## src/rtl/cxu_initiator.sv

```systemverilog
// Host-to-CXU command initiator: latches one host command, issues it to the CXU,
// waits for a response or timeout, then hands the result back to the host.
//
//   state      | meaning
//   ST_IDLE    | ready for a host command
//   ST_ISSUE   | command presented to CXU, awaiting cmd_ready
//   ST_WAIT    | command taken, awaiting response
//   ST_DELIVER | result presented to host
module cxu_initiator #(
    parameter int TIMEOUT_CYCLES = 255
) (
    input  logic        clk,
    input  logic        reset,
    input  logic        req_valid,
    output logic        req_ready,
    input  logic [2:0]  req_function_id,
    input  logic [2:0]  req_state_id,
    input  logic [3:0]  req_cxu_id,
    input  logic [31:0] req_inputs_0,
    input  logic [31:0] req_inputs_1,
    output logic        cmd_valid,
    input  logic        cmd_ready,
    output logic [2:0]  cmd_payload_function_id,
    output logic [31:0] cmd_payload_inputs_0,
    output logic [31:0] cmd_payload_inputs_1,
    output logic [2:0]  cmd_payload_state_id,
    output logic [3:0]  cmd_payload_cxu_id,
    input  logic        rsp_valid,
    output logic        rsp_ready,
    input  logic [31:0] rsp_payload_outputs_0,
    output logic        res_valid,
    input  logic        res_ready,
    output logic [31:0] res_data,
    output logic        res_error,
    output logic [15:0] done_count,
    output logic [15:0] err_count
);

    localparam int TW = (TIMEOUT_CYCLES < 2) ? 1 : $clog2(TIMEOUT_CYCLES + 1);
    localparam logic [TW-1:0] TMO_LAST = TW'(TIMEOUT_CYCLES - 1);

    typedef enum logic [1:0] {
        ST_IDLE,
        ST_ISSUE,
        ST_WAIT,
        ST_DELIVER
    } state_t;

    state_t        r_state;
    state_t        w_state_nxt;
    logic [TW-1:0] r_tmo_cnt;
    logic [2:0]    r_function_id;
    logic [2:0]    r_state_id;
    logic [3:0]    r_cxu_id;
    logic [31:0]   r_inputs_0;
    logic [31:0]   r_inputs_1;
    logic [31:0]   r_res_data;
    logic          r_res_error;
    logic [15:0]   r_done_cnt;
    logic [15:0]   r_err_cnt;

    logic w_accept;
    logic w_capture;
    logic w_timeout;
    logic w_retire;
    logic w_tmo_hit;

    // The counter holds the number of already-elapsed ISSUE/WAIT cycles, so the
    // last allowed cycle is the one where it reads TIMEOUT_CYCLES-1.
    assign w_tmo_hit = (r_tmo_cnt == TMO_LAST);

    always_comb begin
        w_state_nxt = r_state;
        w_accept    = 1'b0;
        w_capture   = 1'b0;
        w_timeout   = 1'b0;
        w_retire    = 1'b0;
        case (r_state)
            ST_IDLE: begin
                if (req_valid) begin
                    w_accept    = 1'b1;
                    w_state_nxt = ST_ISSUE;
                end
            end
            ST_ISSUE: begin
                if (cmd_ready && rsp_valid) begin
                    w_capture   = 1'b1;
                    w_state_nxt = ST_DELIVER;
                end else if (w_tmo_hit) begin
                    w_timeout   = 1'b1;
                    w_state_nxt = ST_DELIVER;
                end else if (cmd_ready) begin
                    w_state_nxt = ST_WAIT;
                end
            end
            ST_WAIT: begin
                if (rsp_valid) begin
                    w_capture   = 1'b1;
                    w_state_nxt = ST_DELIVER;
                end else if (w_tmo_hit) begin
                    w_timeout   = 1'b1;
                    w_state_nxt = ST_DELIVER;
                end
            end
            ST_DELIVER: begin
                if (res_ready) begin
                    w_retire    = 1'b1;
                    w_state_nxt = ST_IDLE;
                end
            end
            default: w_state_nxt = ST_IDLE;
        endcase
    end

    always_ff @(posedge clk) begin
        if (reset) begin
            r_state       <= ST_IDLE;
            r_tmo_cnt     <= '0;
            r_function_id <= '0;
            r_state_id    <= '0;
            r_cxu_id      <= '0;
            r_inputs_0    <= '0;
            r_inputs_1    <= '0;
            r_res_data    <= '0;
            r_res_error   <= 1'b0;
            r_done_cnt    <= '0;
            r_err_cnt     <= '0;
        end else begin
            r_state <= w_state_nxt;
            if (w_accept) begin
                r_function_id <= req_function_id;
                r_state_id    <= req_state_id;
                r_cxu_id      <= req_cxu_id;
                r_inputs_0    <= req_inputs_0;
                r_inputs_1    <= req_inputs_1;
                r_tmo_cnt     <= '0;
            end else if (r_state == ST_ISSUE || r_state == ST_WAIT) begin
                r_tmo_cnt <= r_tmo_cnt + TW'(1);
            end
            if (w_capture) begin
                r_res_data  <= rsp_payload_outputs_0;
                r_res_error <= 1'b0;
            end else if (w_timeout) begin
                r_res_data  <= '0;
                r_res_error <= 1'b1;
            end
            if (w_retire) begin
                if (r_res_error) begin
                    if (r_err_cnt != 16'hFFFF) r_err_cnt <= r_err_cnt + 16'd1;
                end else begin
                    if (r_done_cnt != 16'hFFFF) r_done_cnt <= r_done_cnt + 16'd1;
                end
            end
        end
    end

    assign req_ready               = (r_state == ST_IDLE);
    assign cmd_valid               = (r_state == ST_ISSUE);
    assign res_valid               = (r_state == ST_DELIVER);
    assign rsp_ready               = 1'b1;
    assign cmd_payload_function_id = r_function_id;
    assign cmd_payload_state_id    = r_state_id;
    assign cmd_payload_cxu_id      = r_cxu_id;
    assign cmd_payload_inputs_0    = r_inputs_0;
    assign cmd_payload_inputs_1    = r_inputs_1;
    assign res_data                = r_res_data;
    assign res_error               = r_res_error;
    assign done_count              = r_done_cnt;
    assign err_count               = r_err_cnt;

endmodule

```

## config.mk

```make
export PLATFORM = sky130hd
export DESIGN_NAME = cxu_initiator
export DESIGN_NICKNAME = d
export VERILOG_FILES = /design/src/rtl/cxu_initiator.sv
export SDC_FILE = /design/constraint.sdc
export NUM_CORES = 1
export LEC_CHECK = 0
export CELL_PAD_IN_SITES_DETAIL_PLACEMENT = 1
export CELL_PAD_IN_SITES_GLOBAL_PLACEMENT = 1
export CORE_MARGIN = 2
export CORE_UTILIZATION = 31
export CTS_BUF_LIST = sky130_fd_sc_hd__clkbuf_8
export CTS_CLUSTER_DIAMETER = 80
export DETAILED_ROUTE_END_ITERATION = 12
export PLACE_DENSITY_LB_ADDON = 0.12
export SLEW_MARGIN = 5
export SYNTH_ARGS = -nofsm -noshare
export SYNTH_HDL_FRONTEND = slang
export SYNTH_SLANG_ARGS = --single-unit
```

## constraint.sdc

```tcl
create_clock -name clk -period 2.2 [get_ports clk]
set_input_delay 0.66 -clock clk [delete_from_list [all_inputs] [get_ports clk]]
set_output_delay 0.66 -clock clk [all_outputs]
set_load 0.01 [all_outputs]
```

* Word level (Yosys, flattened, before mapping)
Cells that the tools add are included.
Cells by class: $add $sub $neg 3, equal/unequal tests 10, muxes and demuxes 21, bitwise operators 1, reductions and logical operators 9
Operators by type and width (count):
- $mux 32 | 2
- $add 16x1->16 const B | 2
- $ne 16x16->1 const B | 2
- $mux 2 | 7
- $mux 1 | 9
- $add 8x1->8 const B | 1
- $eq 8x8->1 const B | 1
- $pmux 2 s4 | 1
- $reduce_and 3->1 | 2
- $eq 2x2->1 const B | 2
- $ne 4x1->1 const B | 1
- $pmux 1 s2 | 2
- $reduce_and 4->1 | 1
- $reduce_or 2->1 | 2
- $ne 3x3->1 const B | 1
- $eq 2x1->1 const B | 1
- $logic_not 2->1 | 1
- $ne 2x1->1 const B | 1
- $ne 2x2->1 const B | 1
- $reduce_bool 2->1 | 1
- $logic_and 1x1->1 | 1
- $logic_or 1x1->1 | 1
- $not 1->1 | 1
Word-level totals: bits in registers 149, bits of input ports 112, word-level logic and storage cells 55

* Longest topological paths before layout
Gate-level depths: netlist (run 1).
word-level depth 6, mapped depth 7, depth with buffers taken out 6

* Worst setup path before layout (run 1)
OpenSTA, ideal clock, no wires.
kind register to register, from reg r_state[0], to reg r_done_cnt[15], in the netlist done_count[15], data arrival time 2.002 ns, slack 0.127 ns, stages on the path, launching flop included 7, buffers on the path 1, clock period less this slack 2.073 ns, cells stage by stage dfxtp_1 ha_1 nand3b_1 or4_1 buf_2 or4_1 a21oi_1
Between the ends: longest elaborated chain between the ends 3
RTL lines:
- start: declaration | line 49 | state_t r_state;
- start signal: assignment | line 129 | r_state <= w_state_nxt;
- $eq 2x2->1
- via res_valid | line 31 | output logic res_valid,
- $mux 1 | line 78 | case (r_state)
- $reduce_and 3->1 (no line)
- end signal: assignment | line 151 | if (r_done_cnt != 16'hFFFF) r_done_cnt <= r_done_cnt + 16'd1;
- end: declaration | line 59 | logic [15:0] r_done_cnt;
The timed path passes the listed nets, and every way through them passes these cells. A chain may end at the register's enable or synchronous reset.

* Worst setup path in the final report (run 1)
from in res_ready, to reg r_err_cnt[13], in the netlist err_count[13]
Between the ends: longest elaborated chain between the ends 3
RTL lines:
- start: declaration | line 32 | input logic res_ready,
- $mux 1 | line 106 | if (res_ready) begin
- $mux 1 | line 78
- $reduce_and 3->1 (no line)
- end signal: assignment | line 149 | if (r_err_cnt != 16'hFFFF) r_err_cnt <= r_err_cnt + 16'd1;
- end: declaration | line 60 | logic [15:0] r_err_cnt;
Every way passes these cells.

==> results of run 1 <==
cell families after synthesis:
| group | after synthesis | synth area share [%] |
|---|---|---|
| flip-flops | 149 | 51.7 |
| other | 1 | 0.0649 |
| multiplexers | 7 | 1.28 |
| adder cells (fa/ha/maj) | 9 | 1.95 |
| buffers and inverters | 50 | 3.34 |
| XOR/XNOR | 5 | 0.758 |
| AND/OR/NAND/NOR | 276 | 22.3 |
| AO/OA/AOI/OAI | 173 | 18.6 |
cells in the mapped netlist, types with 2 or more instances:
| cell type | n | area share [%] |
|---|---|---|
| inv_1 | 10 | 0.65 |
| clkbuf_1 | 31 | 2.0 |
| nand2b_1 | 3 | 0.33 |
| o31ai_1 | 10 | 1.3 |
| nor3_1 | 7 | 0.61 |
| nand4_1 | 14 | 1.5 |
| dfxtp_1 | 149 | 52 |
| o211a_1 | 2 | 0.35 |
| nand3_1 | 12 | 1.0 |
| nor2_1 | 16 | 1.0 |
| nor2b_1 | 5 | 0.54 |
| or3_1 | 10 | 1.1 |
| ha_1 | 9 | 2.0 |
| or4_1 | 12 | 1.6 |
| buf_1 | 7 | 0.46 |
| mux2_2 | 3 | 0.59 |
| a22o_1 | 32 | 4.9 |
| nand2_1 | 170 | 11 |
| nor4_1 | 9 | 0.98 |
| o41ai_1 | 6 | 0.91 |
| or2_2 | 5 | 0.54 |
| a31oi_1 | 2 | 0.22 |
| o21ai_0 | 12 | 1.0 |
| and3_1 | 3 | 0.33 |
| o311ai_0 | 4 | 0.61 |
| xor2_1 | 4 | 0.61 |
| a21oi_1 | 100 | 8.7 |
| mux2i_1 | 4 | 0.69 |
per-stage QoR:
step	setup TNS, ns	std cells	hold WS [ns]	setup WS (ns)
4_1_cts	0	1173	0.459	0.00397
3_3_place_gp	-5.86	1141	0.441	-0.461
6_report	0	1173	0.455	0.0233
5_1_grt	-0.000337	1173	0.477	-0.000337
3_5_place_dp	-7.64	1141	0.447	-0.503
2_1_floorplan	0	670	0.458	0.127
worst register-to-register path: stages (launching register included):
cell,delay (ns)
dfxtp_1,0.35
ha_2,0.22
buf_4,0.15
nand4_1,0.09
or4_4,0.44
or4_1,0.51
a21oi_2,0.15
layer usage:
| layer | vias to the layer above | GRT usage [%] | part of all wire, % |
|---|---|---|---|
| met1 | 2853 | 22.5 | 42 |
| met5 | - | 0 | 0 |
| met2 | 193 | 35.6 | 49 |
| li1 | 2882 | - | - |
| met4 | 0 | 4.68 | 0.86 |
| met3 | 13 | 6.29 | 7.3 |
flip-flops by register name, indices dropped and copies added (netlist names):
signal	cells
r_tmo_cnt	8
cmd_payload_inputs_0	32
res_error	1
r_state	2
cmd_payload_inputs_1	32
cmd_payload_cxu_id	4
cmd_payload_state_id	3
cmd_payload_function_id	3
done_count	16
err_count	16
res_data	32
power by group through the flow:
| stage | sequential, mW | clock, mW | combinational [mW] |
|---|---|---|---|
| 2_1_floorplan | 3.41 | 0 | 0.987 |
| 3_3_place_gp | 3.26 | 0 | 2.36 |
| 3_5_place_dp | 3.28 | 0 | 2.45 |
| 4_1_cts | 3.23 | 2.37 | 2.45 |
| 5_1_grt | 3.27 | 2.48 | 2.67 |
| 6_report | 3.22 | 2.29 | 2.45 |
cell type report:
| cell class | instances | area, µm² |
|---|---|---|
| multi-input combinational | 471 | 2640 |
| timing repair buffer | 282 | 2800 |
| clock buffer | 19 | 262 |
| fill | 2063 | 8960 |
| clock inverter | 13 | 170 |
| tap | 229 | 287 |
| sequential | 149 | 3000 |
| inverter | 10 | 37.5 |
worst paths after layout:
check	endpoint	slack (ns)	depth (start not counted)
worst max register to register	err_count[13]	0.22	6
worst max-delay path	err_count[13]	0.02	6
worst min register to register	cmd_payload_inputs_0[31]	0.46	2
worst min-delay path	cmd_payload_inputs_0[31]	0.46	2
repair_timing:
item | 4_1_cts | 5_1_grt
setup endpoints to repair | 9 | 12
pin swaps | 0 | 2
gates resized for setup | 11 | 14
==> results.py, run 1 <==
metrics = {
    "run_status": {
        "outcome": "finished, final reports clean",
    },
    "global_route": {
        "grt_first_pass_wirelength_um": 31200,
        "global_route.usage.total_pct": 19.6,
        "grt_start_max_net_pins": 75,
        "first_global_vias": 6137,
        "grt_antenna_before_repair": 0,
        "globalRouteOverflowTotal": 0,
    },
    "pwr": {
        "power.density_cell_area_mw_per_mm2": 867,
        "power.leakage_nw": 3.33,
        "combinationalPowerShare_pct": 30.7,
        "p_sw_share_pct": 31.6,
        "seqPwrFrac_pct": 40.5,
        "clkPwrFrac_pct": 28.8,
        "design_power_total_mw": 7.97,
        "intPower_mw": 5.45,
        "peakVddDrop_mv": 0.501,
        "netSwitchingPower_mw": 2.52,
    },
    "placement": {
        "gp_routability_congestion": 0.819,
        "hpwlAfterDp_um": 14600,
        "numPortBuffers": 253,
        "placement.cell_area_mm2": 0.00872,
    },
    "synth": {
        "ys.flop_type": "dfxtp_1",
        "synth_nets": 791,
        "syn-cell-area_mm2": 0.00577,
        "syn_avg_cell_area_um2": 8.62,
        "synth_edf_count": 0,
        "async_set_reset_flop_share_out_of_synthesis_pct": 0,
        "synthesis.instances": 670,
        "synth.ff_latch_count": 149,
        "synth_seq_area_share_pct": 51.7,
        "yosysWarnings": 0,
        "yosysUniqueCellTypes": 47,
    },
    "sta": {
        "setup_violations": 0,
        "slew_headroom_pct": 55.3,
        "tightest_slew_ns": 0.664,
        "layout_worst_path_cycle_share_pct": 98.9,
        "report.final.hold_viol_count": 0,
        "timing.fmax_mhz": 459,
        "final_period_minus_worst_setup_slack_ns": 2.18,
        "worst_clock_skew_ns": 0.0154,
        "report.final.slew_viol_count": 0,
    },
    "layout": {
        "area_growth_pct": 59.1,
        "fin_area_mm2": 0.00919,
        "final_layout_size_suffix_gt1_share_pct": 9.85,
        "final_nets": 1052,
        "layout.core_utilization_pct": 50.6,
        "mostFrequentLayoutCell": "clkdlybuf4s50_1",
        "layout.cells.most_common_list": "247 x clkdlybuf4s50_1, 169 x nand2_1, 139 x dfxtp_1",
        "num_antenna_cells": 0,
    },
    "floorplan": {
        "fp.coreArea_mm2": 0.0181,
        "initial_core_util_pct": 31.8,
        "die-area_mm2": 0.0197,
        "die_h_um": 140,
        "floorplan.die.width_um": 140,
        "rows": 49,
        "design.portCount": 255,
    },
    "clocking": {
        "cts_tree": "yes",
        "insertion_delay_ns": 0.44,
        "cts_root_buffer": "clkbuf_8",
        "ctsLongestPathBuffers": 2,
        "total_clock_buffers_created_by_cts": 17,
        "ctsHoldBuffers": 0,
        "clk_transition_reported_paths_ns": 0.08,
        "cts.htree.levels": 4,
        "post_cts.repair.setup_buffers": 0,
        "clock-sinks": 149,
    },
    "routing": {
        "viasPerCell": 5.06,
        "totalWireLength_um": 19900,
        "route.vias.total": 5941,
        "first_iter_violations": 191,
        "dr.pass1.iters": 4,
        "routedWlPerCell_um": 17.0,
        "post_detailed_route_drc_marker_count": 0,
        "detail-route-antenna-nets": 0,
    },
    "critical_path": {
        "worst_path_largest_cell_delay_ns": 0.53,
        "critical_path_arrival_ns": 2.53,
        "worstPathMaxFanout": 5,
        "timing.critical_path.from_type": "primary input",
        "cpMaxStageDelayCell": "clkdlybuf4s50_1",
        "timing.critical_path.buf_inv": 2,
        "timing.rr.start": "r_state[0]",
        "worstPathCellList": "clkdlybuf4s50_1 > buf_4 > nand4_1 > or4_4 > or4_1 > a21oi_2",
        "criticalPathCategory": "in2reg",
        "worst_setup_path_end_kind": "flop",
        "beginning_of_the_critical_path": "res_ready",
        "worst_path_dominant_cell_family": "simple AND/OR/NAND/NOR gates",
        "required_arrival_time_at_the_worst_endpoint_ns": 2.56,
    },
    "run": {
        "cap_viol_max_count": 0,
    },
    "worst_hold_path": {
        "holdCritStartpoint": "cmd_payload_inputs_0[31]",
        "hold_class": "reg2reg",
    },
}
(Power assumes the default switching activity.)
==> run 2: changes to the inputs <==
Settings changed: PLACE_DENSITY from default to 0.9, PLACE_DENSITY_LB_ADDON 0.12 to default.
==> run 2 against run 1 <==
Against the previous run:
- utilization rose by 0.10 points
- clock skew down 0.0076 ns
- first-iteration DRC count rose by 20%
- cell area rose by 0.20%
==> results.py, run 2 (same netlist as run 1, synthesis figures left out) <==
metrics = {
    "run_status": {
        "outcome": "finished, final reports clean",
    },
    "routing": {
        "detail-route-antenna-nets": 0,
        "post_detailed_route_drc_marker_count": 0,
        "top_layer_used": "met4",
        "met2_wirelength_um": 10300,
        "sum_of_met3_wire_segment_lengths_after_detailed_routing_um": 1570,
        "viasPerCell": 5.07,
        "wl_met1_um": 8290,
        "dr.pass1.iters": 4,
        "totalWireLength_um": 20800,
        "first_iter_violations": 229,
        "route.vias.total": 5983,
        "routedWlPerCell_um": 17.6,
    },
    "layout": {
        "num_antenna_cells": 0,
        "layout.core_utilization_pct": 50.7,
        "mostFrequentLayoutCell": "clkdlybuf4s50_1",
        "final_layout_size_suffix_gt1_share_pct": 10.3,
        "fillerInstances": 2076,
        "area_growth_pct": 59.4,
        "fin_area_mm2": 0.00921,
        "final_nets": 1058,
        "layout.cells.most_common_list": "234 x clkdlybuf4s50_1, 169 x nand2_1, 137 x dfxtp_1",
    },
    "global_route": {
        "globalRouteOverflowTotal": 0,
        "first_global_vias": 6419,
        "grt_antenna_before_repair": 0,
        "global_route.usage.total_pct": 21.0,
        "grt_start_max_net_pins": 61,
        "grt_first_pass_wirelength_um": 33100,
    },
    "pwr": {
        "peakVddDrop_mv": 0.397,
        "power.density_cell_area_mw_per_mm2": 844,
        "design_power_total_mw": 7.77,
        "power.leakage_nw": 3.48,
    },
    "sta": {
        "timing.fmax_mhz": 463,
        "slew_headroom_pct": 54.3,
        "layout_worst_path_cycle_share_pct": 98.3,
        "setup_violations": 0,
        "report.final.hold_viol_count": 0,
        "final_period_minus_worst_setup_slack_ns": 2.16,
        "setup_slack_ns": 0.0380,
        "report.final.slew_viol_count": 0,
        "worst_clock_skew_ns": 0.00781,
        "tightest_slew_ns": 0.680,
    },
    "worst_hold_path": {
        "hold_class": "reg2reg",
        "worst_hold_path_depth": 2,
    },
    "floorplan": {
        "initial_core_util_pct": 31.8,
        "fp.coreArea_mm2": 0.0181,
        "die-area_mm2": 0.0197,
        "die_h_um": 140,
        "rows": 49,
        "floorplan.die.width_um": 140,
        "design.portCount": 255,
    },
    "clocking": {
        "clk_transition_reported_paths_ns": 0.08,
        "cts.htree.levels": 4,
        "cts_tree": "yes",
        "insertion_delay_ns": 0.46,
        "ctsLongestPathBuffers": 2,
        "total_clock_buffers_created_by_cts": 17,
        "clock-sinks": 149,
        "cts_root_buffer": "clkbuf_8",
    },
    "placement": {
        "gp_routability_congestion": 0.762,
        "hpwlAfterDp_um": 15300,
        "dp_slack_ns": -0.568,
        "numPortBuffers": 253,
        "placement.cell_area_mm2": 0.00880,
    },
    "critical_path": {
        "cpMaxStageDelayCell": "or4_4",
        "critical_path_arrival_ns": 2.49,
        "crit_cells": 6,
        "worstPathCellList": "clkdlybuf4s50_1 > nand3b_1 > or4_4 > buf_4 > o311ai_0 > o41ai_1",
        "timing.critical_path.buf_inv": 2,
        "criticalPathCategory": "in2reg",
        "r2r.worst_path.cells": 6,
        "required_arrival_time_at_the_worst_endpoint_ns": 2.53,
        "worst_setup_path_end_kind": "flop",
        "worst_path_largest_cell_delay_ns": 0.56,
        "worstPathMaxFanout": 7,
        "timing.critical_path.from_type": "primary input",
        "worst_path_dominant_cell_family": "simple AND/OR/NAND/NOR gates",
    },
    "run": {
        "cap_viol_max_count": 0,
    },
}
-- run 2: cell types whose count changed in the layout (fill, tap and decap cells not counted), moves of 2 or more --
| cell | delta |
|---|---|
| dfxtp_2 | +2 |
| clkdlybuf4s50_1 | -13 |
| bufinv_16 | -3 |
| dfxtp_1 | -2 |
| buf_4 | +2 |
| dlygate4sd2_1 | +7 |
| buf_12 | +4 |
| dlymetal6s2s_1 | +6 |
| clkbuf_8 | -2 |
| clkinvlp_4 | +3 |
-- run 2: through the flow --
step | TNS (ns) | hold slack, ns | std cells
6_report | 0 | 0.456 | 1179
5_1_grt | -0.00167 | 0.476 | 1179
4_1_cts | 0 | 0.460 | 1178
3_5_place_dp | -6.67 | 0.447 | 1146
3_3_place_gp | -5.81 | 0.441 | 1146
2_1_floorplan | 0 | 0.458 | 670
-- run 2: final timing paths --
kind | to | slack [ns] | start
max | done_count[11] | 0.04 | res_ready
max reg2reg | done_count[10] | 0.19 | done_count[0]
min | cmd_payload_inputs_0[17] | 0.46 | cmd_payload_inputs_0[17]
min reg2reg | cmd_payload_inputs_0[17] | 0.46 | cmd_payload_inputs_0[17]
-- run 2: area by class of cell --
type                    count  area, µm²  area share (%)
well taps                 229        287            3.11
multi-input cells         471       2630            28.5
inverters                  10       37.5           0.408
clock buffers              17        234            2.54
flip-flops and latches    149       3000            32.6
clock inverters            15        124            1.35
repair buffers            288       2900            31.5
-- run 2: timing repair --
item                       4_1_cts  5_1_grt
pin swaps                        0        2
setup endpoints to repair       19       18
gates cloned                     0        0
buffers inserted                 0        1
gates resized for setup         20       16
hold buffers                     0        0
-- run 2: per-layer routing --
layer	global-route usage, %	vias to the layer above
li1	-	2892
met1	23.3	2830
met2	37.1	219
met3	7.25	42
met4	8.26	0
met5	0	-
-- run 2: worst register-to-register path, cell delays in order (launching register included) --
cell and delay, ns:
dfxtp_1 0.41, ha_1 0.27, nand4b_1 0.17, or3_1 0.36
buf_4 0.16, o311ai_0 0.35, o41ai_1 0.15
-- run 2: power breakdown --
group	total, mW	switching, mW	internal, mW
sequential	3.22	0.191	3.03
clock	1.97	1.17	0.804
combinational	2.57	1.28	1.29
total	7.77	2.64	5.13
==> run 3: changes to the inputs <==
Settings changed: SLEW_MARGIN 5 to 10.
==> results of run 3 <==
No change in the layout: final DEF, timing and power equal those of run 2.
